**src/rtl/memory_stage.sv**
```systemverilog
// Memory pipeline stage: byte/word loads and stores over a ready-handshaked data port,
// stalling upstream while an access is in flight, with misalignment and timeout detection.
module memory_stage #(
  parameter int unsigned TIMEOUT = 16,
  parameter logic [6:0]  OP_LDB  = 7'h10,
  parameter logic [6:0]  OP_LDW  = 7'h11,
  parameter logic [6:0]  OP_STB  = 7'h12,
  parameter logic [6:0]  OP_STW  = 7'h13
) (
  input  logic        clk,
  input  logic        reset,
  input  logic        enable,
  input  logic        nop_in,
  input  logic [6:0]  opcode,
  input  logic [31:0] result,
  input  logic [4:0]  dstin,
  input  logic [31:0] store_data,
  output logic        stall,
  output logic        mem_req,
  output logic        mem_we,
  output logic [31:0] mem_addr,
  output logic [3:0]  mem_be,
  output logic [31:0] mem_wdata,
  input  logic [31:0] mem_rdata,
  input  logic        mem_ready,
  output logic        wb_valid,
  output logic [31:0] wb_data,
  output logic [4:0]  wb_reg,
  output logic [31:0] bp_data_mem,
  output logic [4:0]  bp_reg_mem,
  output logic        misalign_err,
  output logic        timeout_err
);

  typedef enum logic {IDLE, ACCESS} state_t;

  state_t      r_state;
  logic [4:0]  r_cnt;
  logic [4:0]  r_dst;
  logic [1:0]  r_lane;
  logic        r_is_byte;
  logic        r_req;
  logic        r_we;
  logic [31:0] r_addr;
  logic [3:0]  r_be;
  logic [31:0] r_wdata;
  logic        r_wb_valid;
  logic [31:0] r_wb_data;
  logic [4:0]  r_wb_reg;
  logic        r_misalign;
  logic        r_timeout;

  logic        w_is_mem;
  logic        w_is_word;
  logic        w_is_store;
  logic        w_misalign;
  logic [3:0]  w_be;
  logic [31:0] w_wdata;
  logic [7:0]  w_byte;
  logic [31:0] w_load_data;

  always_comb begin
    w_is_mem    = (opcode == OP_LDB) || (opcode == OP_LDW) ||
                  (opcode == OP_STB) || (opcode == OP_STW);
    w_is_word   = (opcode == OP_LDW) || (opcode == OP_STW);
    w_is_store  = (opcode == OP_STB) || (opcode == OP_STW);
    w_misalign  = w_is_word && (result[1:0] != 2'b00);
    w_be        = w_is_word ? 4'hF : (4'b0001 << result[1:0]);
    w_wdata     = w_is_word ? store_data : {4{store_data[7:0]}};
    w_byte      = '0;
    case (r_lane)
      2'd0:    w_byte = mem_rdata[7:0];
      2'd1:    w_byte = mem_rdata[15:8];
      2'd2:    w_byte = mem_rdata[23:16];
      default: w_byte = mem_rdata[31:24];
    endcase
    w_load_data = r_is_byte ? {{24{w_byte[7]}}, w_byte} : mem_rdata;
  end

  always_ff @(posedge clk) begin
    if (reset) begin
      r_state    <= IDLE;
      r_cnt      <= '0;
      r_dst      <= '0;
      r_lane     <= '0;
      r_is_byte  <= 1'b0;
      r_req      <= 1'b0;
      r_we       <= 1'b0;
      r_addr     <= '0;
      r_be       <= '0;
      r_wdata    <= '0;
      r_wb_valid <= 1'b0;
      r_wb_data  <= '0;
      r_wb_reg   <= '0;
      r_misalign <= 1'b0;
      r_timeout  <= 1'b0;
    end else begin
      r_wb_valid <= 1'b0;
      r_misalign <= 1'b0;
      r_timeout  <= 1'b0;
      case (r_state)
        IDLE: begin
          if (enable && !nop_in) begin
            if (!w_is_mem) begin
              r_wb_data  <= result;
              r_wb_reg   <= dstin;
              r_wb_valid <= (dstin != 5'd0);
            end else if (w_misalign) begin
              r_misalign <= 1'b1;
            end else begin
              r_req     <= 1'b1;
              r_we      <= w_is_store;
              r_addr    <= {result[31:2], 2'b00};
              r_be      <= w_be;
              r_wdata   <= w_wdata;
              r_dst     <= dstin;
              r_lane    <= result[1:0];
              r_is_byte <= !w_is_word;
              r_cnt     <= '0;
              r_state   <= ACCESS;
            end
          end
        end
        ACCESS: begin
          // Completion wins over a timeout landing on the same cycle.
          if (mem_ready) begin
            r_req   <= 1'b0;
            r_state <= IDLE;
            if (!r_we) begin
              r_wb_valid <= (r_dst != 5'd0);
              r_wb_reg   <= r_dst;
              r_wb_data  <= w_load_data;
            end
          end else if (r_cnt == 5'(TIMEOUT - 1)) begin
            r_req     <= 1'b0;
            r_timeout <= 1'b1;
            r_state   <= IDLE;
          end else begin
            r_cnt <= r_cnt + 5'd1;
          end
        end
        default: r_state <= IDLE;
      endcase
    end
  end

  assign stall        = (r_state == ACCESS);
  assign mem_req      = r_req;
  assign mem_we       = r_we;
  assign mem_addr     = r_addr;
  assign mem_be       = r_be;
  assign mem_wdata    = r_wdata;
  assign wb_valid     = r_wb_valid;
  assign wb_data      = r_wb_data;
  assign wb_reg       = r_wb_reg;
  assign bp_data_mem  = r_wb_data;
  assign bp_reg_mem   = r_wb_valid ? r_wb_reg : 5'd0;
  assign misalign_err = r_misalign;
  assign timeout_err  = r_timeout;

endmodule

```
**config.mk**
```make
export PLATFORM = sky130hd
export DESIGN_NAME = memory_stage
export DESIGN_NICKNAME = d
export VERILOG_FILES = /design/src/rtl/memory_stage.sv
export SDC_FILE = /design/constraint.sdc
export NUM_CORES = 1
export LEC_CHECK = 0
export CORE_MARGIN = 2
export CORE_UTILIZATION = 45
export CTS_CLUSTER_DIAMETER = 150
export DETAILED_ROUTE_END_ITERATION = 6
export PLACE_DENSITY = 0.88
export SYNTH_ARGS = -nofsm -noshare
export SYNTH_HDL_FRONTEND = slang
export SYNTH_SLANG_ARGS = --single-unit
```
**constraint.sdc**
```tcl
create_clock -name clk -period 4.8 [get_ports clk]
set_input_delay 0.72 -clock clk [delete_from_list [all_inputs] [get_ports clk]]
set_output_delay 0.72 -clock clk [all_outputs]
set_load 0.01 [all_outputs]
```
* After elaboration in Yosys (flattened, before gate mapping)
Cells that the tools add are included.
** Operators by class
- Add/subtract/negate cells :: 1
- Equality and inequality tests :: 16
- Shift operators :: 1
- Multiplexer cells :: 40
- Bitwise gates (word level) :: 4
- Reductions and logical operators :: 19
** Operator list (count)
- 32-bit 2-to-1 mux :: 6
- 32-bit one-hot mux with 2 select lines :: 1
- 5-bit 2-to-1 mux :: 10
- 7-bit by 5-bit equality test with 1-bit output, second input constant :: 4
- 8-bit one-hot mux with 3 select lines :: 1
- 5-bit one-hot mux with 2 select lines :: 2
- 1-bit 2-to-1 mux :: 16
- 2-bit inequality test, second input constant :: 8
- 4-bit AND reduction :: 3
- 5-bit nonzero test :: 2
- 1-bit one-hot mux with 2 select lines :: 3
- 5-bit by 1-bit adder with 5-bit output, second input constant :: 1
- 5-bit by 4-bit equality test with 1-bit output, second input constant :: 1
- 1-bit logical OR :: 5
- 5-bit AND reduction :: 1
- 4-bit 2-to-1 mux :: 1
- 1-bit NOT :: 4
- 4-bit OR reduction :: 1
- 1-bit by 2-bit << shifter with 4-bit output, first input constant :: 1
- 3-bit by 2-bit inequality test with 1-bit output, second input constant :: 1
- 3-bit OR reduction :: 1
- 2-bit by 1-bit equality test with 1-bit output, second input constant :: 1
- 2-bit equality test, second input constant :: 1
- 1-bit logical AND :: 2
- 3 further kinds :: 4
** Word-level totals
- Register bits :: 122
- Output and inout port bits :: 148
- Logic and storage cells :: 96

* Logic depth before layout (Yosys ltp)
Gate-level depths: netlist (run 1).
- Word-level depth :: 7
- Gate-level depth with buffers :: 7

* Least setup slack after synthesis (run 1)
OpenSTA, ideal clock, no wires.
- Kind :: input port to flip-flop
- Start :: in opcode[2]
- End :: reg r_wdata[28], in the netlist mem_wdata[28]
- Library setup time :: 0.134 ns
- Data arrival time :: 2.292 ns
- Required time :: 4.666 ns
- Setup slack :: 2.374 ns
- Cell stages on the path :: 6
- Path through :: or4b_4 -> or4_1 -> buf_2 -> buf_6 -> a21oi_2 -> a211oi_1
** Between the ends
- Word-level cells in the longest chain between the ends :: 5
- Elaborated cells on any way between the ends :: 12
** Ends and longest elaborated chain
- start, declared :: line 14 : input logic [6:0] opcode,
- 7-bit by 5-bit equality test with 1-bit output (on tied branches) :: line 63, 65, 64
- 1-bit logical OR (on tied branches) :: line 63, 65
- 1-bit logical OR / 1-bit logical AND (equally long branches) :: line 63, 67
- 1-bit logical OR / 1-bit NOT (equally long branches)
- 4-bit AND reduction (no line)
- end signal, assigned :: line 115 : r_wdata <= w_wdata;
- end, declared :: line 46 : logic [31:0] r_wdata;
Parallel ways exist; a longest one is shown, timed or not.
A chain may end at the register's enable or synchronous reset.

* Worst setup path in the final report (run 1)
- Start :: in opcode[2]
- End :: reg r_addr[2], in the netlist mem_addr[2]
** Between the ends
- Word-level cells in the longest chain between the ends :: 5
- Elaborated cells on any way between the ends :: 11
** Ends and longest elaborated chain
- 7-bit by 5-bit equality test with 1-bit output (on tied branches) :: line 63, 65, 64
- 1-bit logical OR (on tied branches) :: line 63, 65
- 1-bit logical OR / 1-bit logical AND (equally long branches) :: line 63, 67
- 1-bit logical OR / 1-bit NOT (equally long branches)
- 4-bit AND reduction (no line) *
- end signal, assigned :: line 113 : r_addr <= {result[31:2], 2'b00};
- end, declared :: line 44 : logic [31:0] r_addr;
Every way passes the cells marked *; elsewhere a longest branch is shown, timed or not.

==> flow_summary.ini, run 1 <==
[cts]
cts_resized = 0
cts.sinks = 122
clkSlewWorstSetupHoldPaths_ns = 0.06
cts_buffers = 17
hold_buffers = 0
cts_tree = built
cts_setup_buffers = 0
clock_latency_ns = 0.41
htreeDepth = 4
cts_root_buffer = clkbuf_16
clockBufferDepth = 2

[critical_path]
worstSetupPathType = in2reg
worstRegToRegCells = 5
critPathRequiredTime_ns = 5.08
crit_family = simple AND/OR/NAND/NOR gates
arrival_ns = 3.44
critPathCaptureType = flop
cp-start-kind = input port
worst-path-buf-inv = 2
worstPathMaxFanout = 40
cp_slowest_cell = or4_2
crit_path_max_incr_delay_ns = 1.10
cp_cell_sequence = clkdlybuf4s50_1 -> or4b_4 -> or4_2 -> buf_4 -> a32oi_1 -> nor2_1
path_depth = 6

[global_routing]
grt_pass1_vias = 5514
antenna_found_initial = 0
gr-total-overflow = 0
grt_max_degree = 87
grtUsageTotal_pct = 28.03
grt_pass1_wl_mm = 29.14

[sta]
hold_viol = 0
rsz0062_at_grt = no
worst_slew_pin_slew_ns = 1.171
fin_crit_ns = 3.158
period_share_pct = 65.79
holdWs_ns = 0.4537
setup_tns_ns = 0
drv_slew = 0
max_slew_margin_pct = 21.90
fmax_ghz = 0.3167
finalSetupViolations = 0
clock_skew_ns = 0.005997

[layout]
final_cell_mix = 257 x clkdlybuf4s50_1, 122 x dfxtp_1, 112 x nand2_1
syn_to_final_growth_pct = 53.51
layout.area.seq_sq_mm = 0.002442
final_core_util_pct = 69.94
n_fill_cell = 1012
antenna_cells = 0
nNetsFinal = 1003
drive_gt1_share_pct = 8.768
multiInputGateArea_sq_mm = 0.002766
final_common_cell = clkdlybuf4s50_1

[floorplanning]
rows = 41
die_area_sq_mm = 0.01359
ios = 261
start_util_pct = 45.56
core-area_sq_mm = 0.01252
die_h_microns = 116.6
die_w_microns = 116.6

[synth]
netlist_area_sq_mm = 0.005703
ys_seq_elements = 122
synth-edff-count = 0
synthCells = 692
synth_ff_type = dfxtp_1
synth_warnings = 0
ys_types = 52
yosysSeqAreaShare_pct = 42.83
async_reset_ff_share_pct = 0
synth.avg_cell_area_sq_um = 8.241

[place]
io_buffers = 258
place_congestion = 0.8224
post-dp-hpwl_mm = 13.85

[flow_run]
cap_violations = 0

[hold_path]
worst_hold_path_type = reg2reg
worstHoldPathCells = 2

[detailed_routing]
route.detailed.drc = 0
routed_via_density = 5.591
drt_wl_total_mm = 19.63
ant_nets = 0
drt_pass1_iterations = 6
num_vias = 5999
initialDrtViolationCount = 615
drt-wirelength-per-cell_microns = 18.29

[power_and_ir_drop]
total_leakage_power_nw = 2.976
total_power_mw = 2.789
power_density_mw_per_mm2 = 318.6
peakVddDrop_uv = 221.8

[status]
outcome = complete, no violations
## cells in the mapped netlist (2+ instances only)
master     instances  area (sq um)
nand2b_1           4         25.02
buf_1              3         11.26
nand3b_1           2         15.01
or3_1              3         18.77
inv_1              5         18.77
nor3_1            12         60.06
o22ai_1            2         12.51
a32oi_1            4         35.03
nor2b_1           29         181.4
and2_1             6         37.54
dfxtp_1          122          2442
a21oi_1           79         395.4
or2_2             24         150.1
a21oi_2            3         26.28
a211oi_1          34         255.2
buf_2              8         40.04
o21ai_0            5         25.02
mux2_2             5         56.30
a222oi_1           4         40.04
o21a_1             2         15.01
nand2_1          112         420.4
mux4_2             2         45.04
clkbuf_1          45         168.9
buf_4             34         255.2
nand4b_1           2         17.52
nor2_1            42         157.7
or4_1              4         30.03
a22o_1             6         52.55
o211a_1            2         20.02
nand3_1           27         135.1
nor3b_1            2         15.01
mux2i_1           10         100.1
o2111ai_1         25         219.0
nor4_1             2         12.51
nor4b_1            2         17.52
and3_1             2         12.51
ha_1               2         25.02
## power breakdown
group	leakage [nW]	internal [mW]	switching, mW
Sequential	0.988	1.03	0.0176
Combinational	1.66	0.174	0.121
Clock	0.327	0.983	0.461
Total	2.98	2.19	0.599
## final timing paths
kind	startpoint	end	slack, ns
setup / recovery	opcode[2]	mem_addr[2]	1.64
hold / removal	mem_addr[8]	mem_addr[8]	0.45
setup reg to reg	stall	mem_addr[2]	2.15
hold reg to reg	mem_addr[8]	mem_addr[8]	0.45
## area by class of cell
type                    instances  share of cell area (%)
repair buffers                267                   30.24
clock buffers                  19                   5.059
clock inverters                13                   2.530
multi-input cells             475                   31.60
inverters                       5                  0.2144
well taps                     172                   2.458
flip-flops and latches        122                   27.90
## per-layer routing
metal	wire length, microns	GRT usage, %	up-vias
met1	7722	35.15	2820
met3	1927	8.563	37
met4	476	10.67	0
met2	9503	45.50	349
li1	-	-	2793
met5	0	0	-
## tightest hold or removal path, cell delays in order (launching register included)
cell and delay [ns]:
dfxtp_1 0.30, nand2_1 0.05, a21oi_1 0.05
## kinds of logic (layout without fill, tap and decap cells)
kind of cell	count (synthesis)	after routing	synth area share, %
simple gates	279	279	23.78
compound gates	174	174	20.34
flops	122	122	42.83
buf+inv	96	304	8.863
mux	17	17	3.532
fa+ha+maj	2	2	0.4387
other cells	1	2	0.06576
xor+xnor	1	1	0.1536
## stage by stage
stage / setup WS (ns) / instance area, sq um / instances
after floorplan: 2.374 / 5707 / 693
after global placement: 1.258 / 8090 / 1041
after detailed placement: 1.235 / 8090 / 1041
after CTS: 1.665 / 8755 / 1073
after global routing: 1.527 / 8755 / 1073
final: 1.642 / 8755 / 1073
(Power assumes the default switching activity.)
==> run 2: changes to the inputs <==
- CORE_UTILIZATION: 45 -> 42
- PLACE_DENSITY: 0.88 -> 0.83
- clock period: 4.8 -> 3 ns (I/O delays scaled with it)
==> run 2 against run 1 <==
Against the previous run:
- via count down 1.1%
- cell area up 0.46%
- core utilization down 3.5 points
- setup slack worse by 1.2 ns
- critical path depth down 1
- die area up 6.9%
- final cell count up 1.6%
- power up 48%
- count of clock-buffer cells in the layout down 2
- combinational power up 61%
- global-route usage down 1.5 points
- sequential cell count unchanged
==> flow_summary.ini, run 2 (synthesis gave the netlist of run 1 again) <==
[sta]
hold_viol = 0
clock_skew_ns = 0.01131
setup_tns_ns = 0
fin_crit_ns = 2.521
rsz0062_at_grt = no
max_slew_margin_pct = 32.14
period_share_pct = 84.05
fmax_ghz = 0.3966
finalSetupViolations = 0
worst_slew_pin_slew_ns = 1.018
drv_slew = 0

[layout]
nNetsFinal = 1016
drive_gt1_share_pct = 10.18
final_cell_mix = 257 x clkdlybuf4s50_1, 122 x dfxtp_1, 112 x nand2_1
final_core_util_pct = 66.41
antenna_cells = 0
syn_to_final_growth_pct = 54.21
final_common_cell = clkdlybuf4s50_1

[floorplanning]
start_util_pct = 43.07
die_w_microns = 120.5
rows = 42
die_h_microns = 120.5
die_area_sq_mm = 0.01453
ios = 261
core-area_sq_mm = 0.01324

[detailed_routing]
route.detailed.drc = 0
ant_nets = 0
num_vias = 5932
drt_pass1_iterations = 5
drt-wirelength-per-cell_microns = 17.81
routed_via_density = 5.442
initialDrtViolationCount = 414
drt_wl_total_mm = 19.42

[power_and_ir_drop]
peakVddDrop_uv = 390.3
p_switching_mw = 0.9838
p_seq_share_pct = 40.6
power.internal_mw = 3.155
power_density_mw_per_mm2 = 470.6
power_frac_clock_pct = 47.9
switching_share_pct = 23.77
total_power_mw = 4.139
p_comb_share_pct = 11.5
total_leakage_power_nw = 2.984

[global_routing]
gr-total-overflow = 0
grt.busiest_layer = met2
antenna_found_initial = 0
grtUsageTotal_pct = 26.52
grt_max_degree = 48
grt_util_met3_pct = 7.264
grt_use_met1_pct = 33.71
grt_pass1_vias = 5678
use_met2_pct = 42.69
grt_pass1_wl_mm = 30.10

[cts]
cts_resized = 0
hold_buffers = 0
clock_latency_ns = 0.42
cts_buffers = 17
cts.sinks = 122
htreeDepth = 4
cts_tree = built
cts_root_buffer = clkbuf_16
clockBufferDepth = 2
clkSlewWorstSetupHoldPaths_ns = 0.06
cts_setup_buffers = 0

[critical_path]
critPathRequiredTime_ns = 3.28
arrival_ns = 2.80
worstSetupPathType = in2reg
critPathCaptureType = flop
cp_cell_sequence = clkdlybuf4s50_1 -> nor4b_1 -> nand3_1 -> a21oi_1 -> a211oi_1
worstPathMaxFanout = 9
crit_path_max_incr_delay_ns = 0.82
crit_family = simple AND/OR/NAND/NOR gates
cp_slowest_cell = nor4b_1
cp-start-kind = input port
worst-path-buf-inv = 1

[hold_path]
worst_hold_path_type = reg2reg

[status]
outcome = complete, no violations

[place]
post-dp-hpwl_mm = 14.16
io_buffers = 258
place_congestion = 0.8994

[flow_run]
cap_violations = 0
## run 2: final cells by class
type	count	area (sq um)
fillers	1101	4448
repair buffers	280	2770
multi-input cells	475	2766
flip-flops and latches	122	2442
clock buffers	17	425.4
well taps	176	220.2
clock inverters	15	151.4
inverters	5	18.77
## run 2: metrics by stage
step | instance area [sq um] | hold slack (ns) | worst slack, ns | cells
final | 8795 | 0.4520 | 0.4785 | 1090
after global routing | 8795 | 0.4736 | 0.2811 | 1090
after CTS | 8795 | 0.4530 | 0.4750 | 1090
after detailed placement | 8218 | 0.4456 | 0.04310 | 1058
after global placement | 8218 | 0.4411 | 0.1289 | 1058
after floorplan | 5707 | 0.4434 | 0.8437 | 693
## run 2: worst reg2reg max path: stages, from the launching register on
cell and delay, ns:
dfxtp_1 0.33, or3b_1 0.39, buf_4 0.17, a21oi_1 0.78, nor2_1 0.15, o41ai_1 0.37
## run 2: metal layers
layer / part of all wire [%] / vias to the layer above / wire length, microns
met1: 42 / 2794 / 8114
met2: 47 / 263 / 9213
met4: 3.1 / 0 / 603
li1: - / 2830 / -
met5: 0 / - / 0
met3: 7.6 / 45 / 1484
## run 2: power by group through the flow
| stage | Combinational (mW) | Clock, mW | Sequential [mW] |
|---|---|---|---|
| 2_1_floorplan | 0.179 | 0 | 1.72 |
| 3_3_place_gp | 0.467 | 0 | 1.72 |
| 3_5_place_dp | 0.471 | 0 | 1.72 |
| 4_1_cts | 0.475 | 2.01 | 1.68 |
| 5_1_grt | 0.509 | 2.09 | 1.68 |
| 6_report | 0.475 | 1.98 | 1.68 |
## run 2: final timing paths
check,slack [ns],from,to,cells after the start
max,0.48,opcode[2],mem_wdata[23],5
min,0.45,mem_addr[27],mem_addr[27],2
max reg2reg,0.70,stall,bp_data_mem[1],5
min reg2reg,0.45,mem_addr[27],mem_addr[27],2
==> run 3: changes to the inputs <==
- CORE_UTILIZATION: 42 -> 38
- PLACE_DENSITY: 0.83 -> 0.79
- clock period: 3 -> 2.3 ns (I/O delays scaled with it)
==> run 3 against run 2 <==
Against the previous run:
- non-clock buffer count increased by 20
- core utilization decreased by 3.7 points
- global-route usage decreased by 1.7 points
- setup slack got worse by 0.43 ns
==> flow_summary.ini, run 3 (synthesis gave the netlist of run 1 again) <==
[cts]
cts.sinks = 122
cts_root_buffer = clkbuf_16
clock_latency_ns = 0.42
clkSlewWorstSetupHoldPaths_ns = 0.06
clockBufferDepth = 2
cts_buffers = 17
cts_tree = built
cts_resized = 3
htreeDepth = 4
cts_setup_buffers = 0
hold_buffers = 0

[global_routing]
grt_pass1_vias = 5905
grt_pass1_wl_mm = 31.63
grt_max_degree = 44
antenna_found_initial = 0
grtUsageTotal_pct = 24.84
gr-total-overflow = 0

[critical_path]
worstRegToRegCells = 5
crit_path_max_incr_delay_ns = 0.71
worst-path-buf-inv = 2
cp_cell_sequence = clkdlybuf4s50_1 -> or4b_4 -> or4_2 -> buf_4 -> a21oi_2 -> a211oi_1
reg2reg_slack_ns = 0.26
cp-start-kind = input port
cp_slowest_cell = or4_2
r2r_end = mem_wdata[13]
worstPathMaxFanout = 5
r2r-start = stall
critPathCaptureType = flop
critPathRequiredTime_ns = 2.59
crit_family = simple AND/OR/NAND/NOR gates
worstSetupPathType = in2reg
arrival_ns = 2.54

[sta]
max_slew_margin_pct = 64.61
drv_slew = 0
fmax_ghz = 0.4438
rsz0062_at_grt = no
finalSetupViolations = 0
holdWs_ns = 0.3484
worst_slew_pin_slew_ns = 0.5302
clock_skew_ns = 0.006409
period_share_pct = 97.96
setup_tns_ns = 0
hold_viol = 0
fin_crit_ns = 2.253

[hold_path]
hold_end = mem_addr[5]
min_from = reset
worst_hold_path_type = in2reg
worstHoldPathCells = 2

[place]
place_congestion = 0.8395
post-dp-hpwl_mm = 14.92
post-place-cells = 1086
io_buffers = 258

[power_and_ir_drop]
switching_share_pct = 22.06
total_leakage_power_nw = 3.146
p_switching_mw = 1.272
total_power_mw = 5.766
p_comb_share_pct = 11.2
power.internal_mw = 4.494
p_seq_share_pct = 38.0
power_frac_clock_pct = 50.8
peakVddDrop_uv = 426.8
power_density_mw_per_mm2 = 629.9

[detailed_routing]
route.detailed.drc = 0
drt_pass1_iterations = 7
initialDrtViolationCount = 516
routed_via_density = 5.377
num_vias = 6012
drt-wirelength-per-cell_microns = 18.25
ant_nets = 0
drt_wl_total_mm = 20.41

[flow_run]
cap_violations = 0

[floorplanning]
die_area_sq_mm = 0.01600
ios = 261
start_util_pct = 39.09
core-area_sq_mm = 0.01459
rows = 44
die_w_microns = 126.5
die_h_microns = 126.5

[layout]
final_cells = 1118
nNetsFinal = 1036
drive_gt1_share_pct = 12.31
final_common_cell = clkdlybuf4s50_1
final_cell_mix = 257 x clkdlybuf4s50_1, 122 x dfxtp_1, 112 x nand2_1
syn_to_final_growth_pct = 60.53
n_fill_cell = 1199
antenna_cells = 0

[status]
outcome = complete, no violations
run 3: changes by cell type in the layout (fill, tap and decap cells not counted), moves of 3 or more:
cell       before  now
buf_4          21   33
a21oi_4         0    3
buf_12          2    9
clkinv_2        4    1
a21oi_1        79   74
bufinv_16       2    5
clkbuf_1        0    3
run 3: power groups by stage:
| stage | registers [mW] | logic, mW | clock network [mW] |
|---|---|---|---|
| 2_1_floorplan | 2.25 | 0.233 | 0 |
| 3_3_place_gp | 2.24 | 0.633 | 0 |
| 3_5_place_dp | 2.24 | 0.637 | 0 |
| 4_1_cts | 2.19 | 0.643 | 2.95 |
| 5_1_grt | 2.20 | 0.688 | 3.07 |
| 6_report | 2.19 | 0.646 | 2.93 |
run 3: layout make-up:
type,instances,area (sq um),share of cell area [%]
clock buffers,21,450.4,4.920
clock inverters,11,193.9,2.118
inverters,5,18.77,0.2050
multi-input cells,475,2808,30.67
flip-flops and latches,122,2442,26.68
well taps,184,230.2,2.515
repair buffers,300,3012,32.90
run 3: how the worst max path moves through the flow:
stage	to	start	slack [ns]	cells past startpoint
after detailed placement	mem_wdata[27]	opcode[2]	-0.47	6
final	mem_wdata[13]	opcode[2]	0.05	6
after floorplan	mem_wdata[28]	opcode[2]	0.25	6
after CTS	mem_wdata[23]	opcode[2]	0.003	6
after global placement	mem_wdata[27]	opcode[2]	-0.40	6
after global routing	mem_wdata[18]	opcode[2]	0.0007	6
run 3: stage by stage:
step,setup WS [ns],utilization (%),instance area [sq um]
final,0.04682,62.75,9155
after global placement,-0.4020,58.03,8466
after CTS,0.003325,62.52,9121
after floorplan,0.2487,-,5707
after detailed placement,-0.4700,58.03,8466
after global routing,0.0006699,62.75,9155
run 3: routing by layer:
metal | track usage [%] | up-vias | wire length [microns]
li1 | - | 2869 | -
met2 | 40.89 | 261 | 9944
met1 | 31.65 | 2855 | 8426
met5 | 0 | - | 0
met3 | 6.748 | 27 | 1649
met4 | 8.016 | 0 | 385
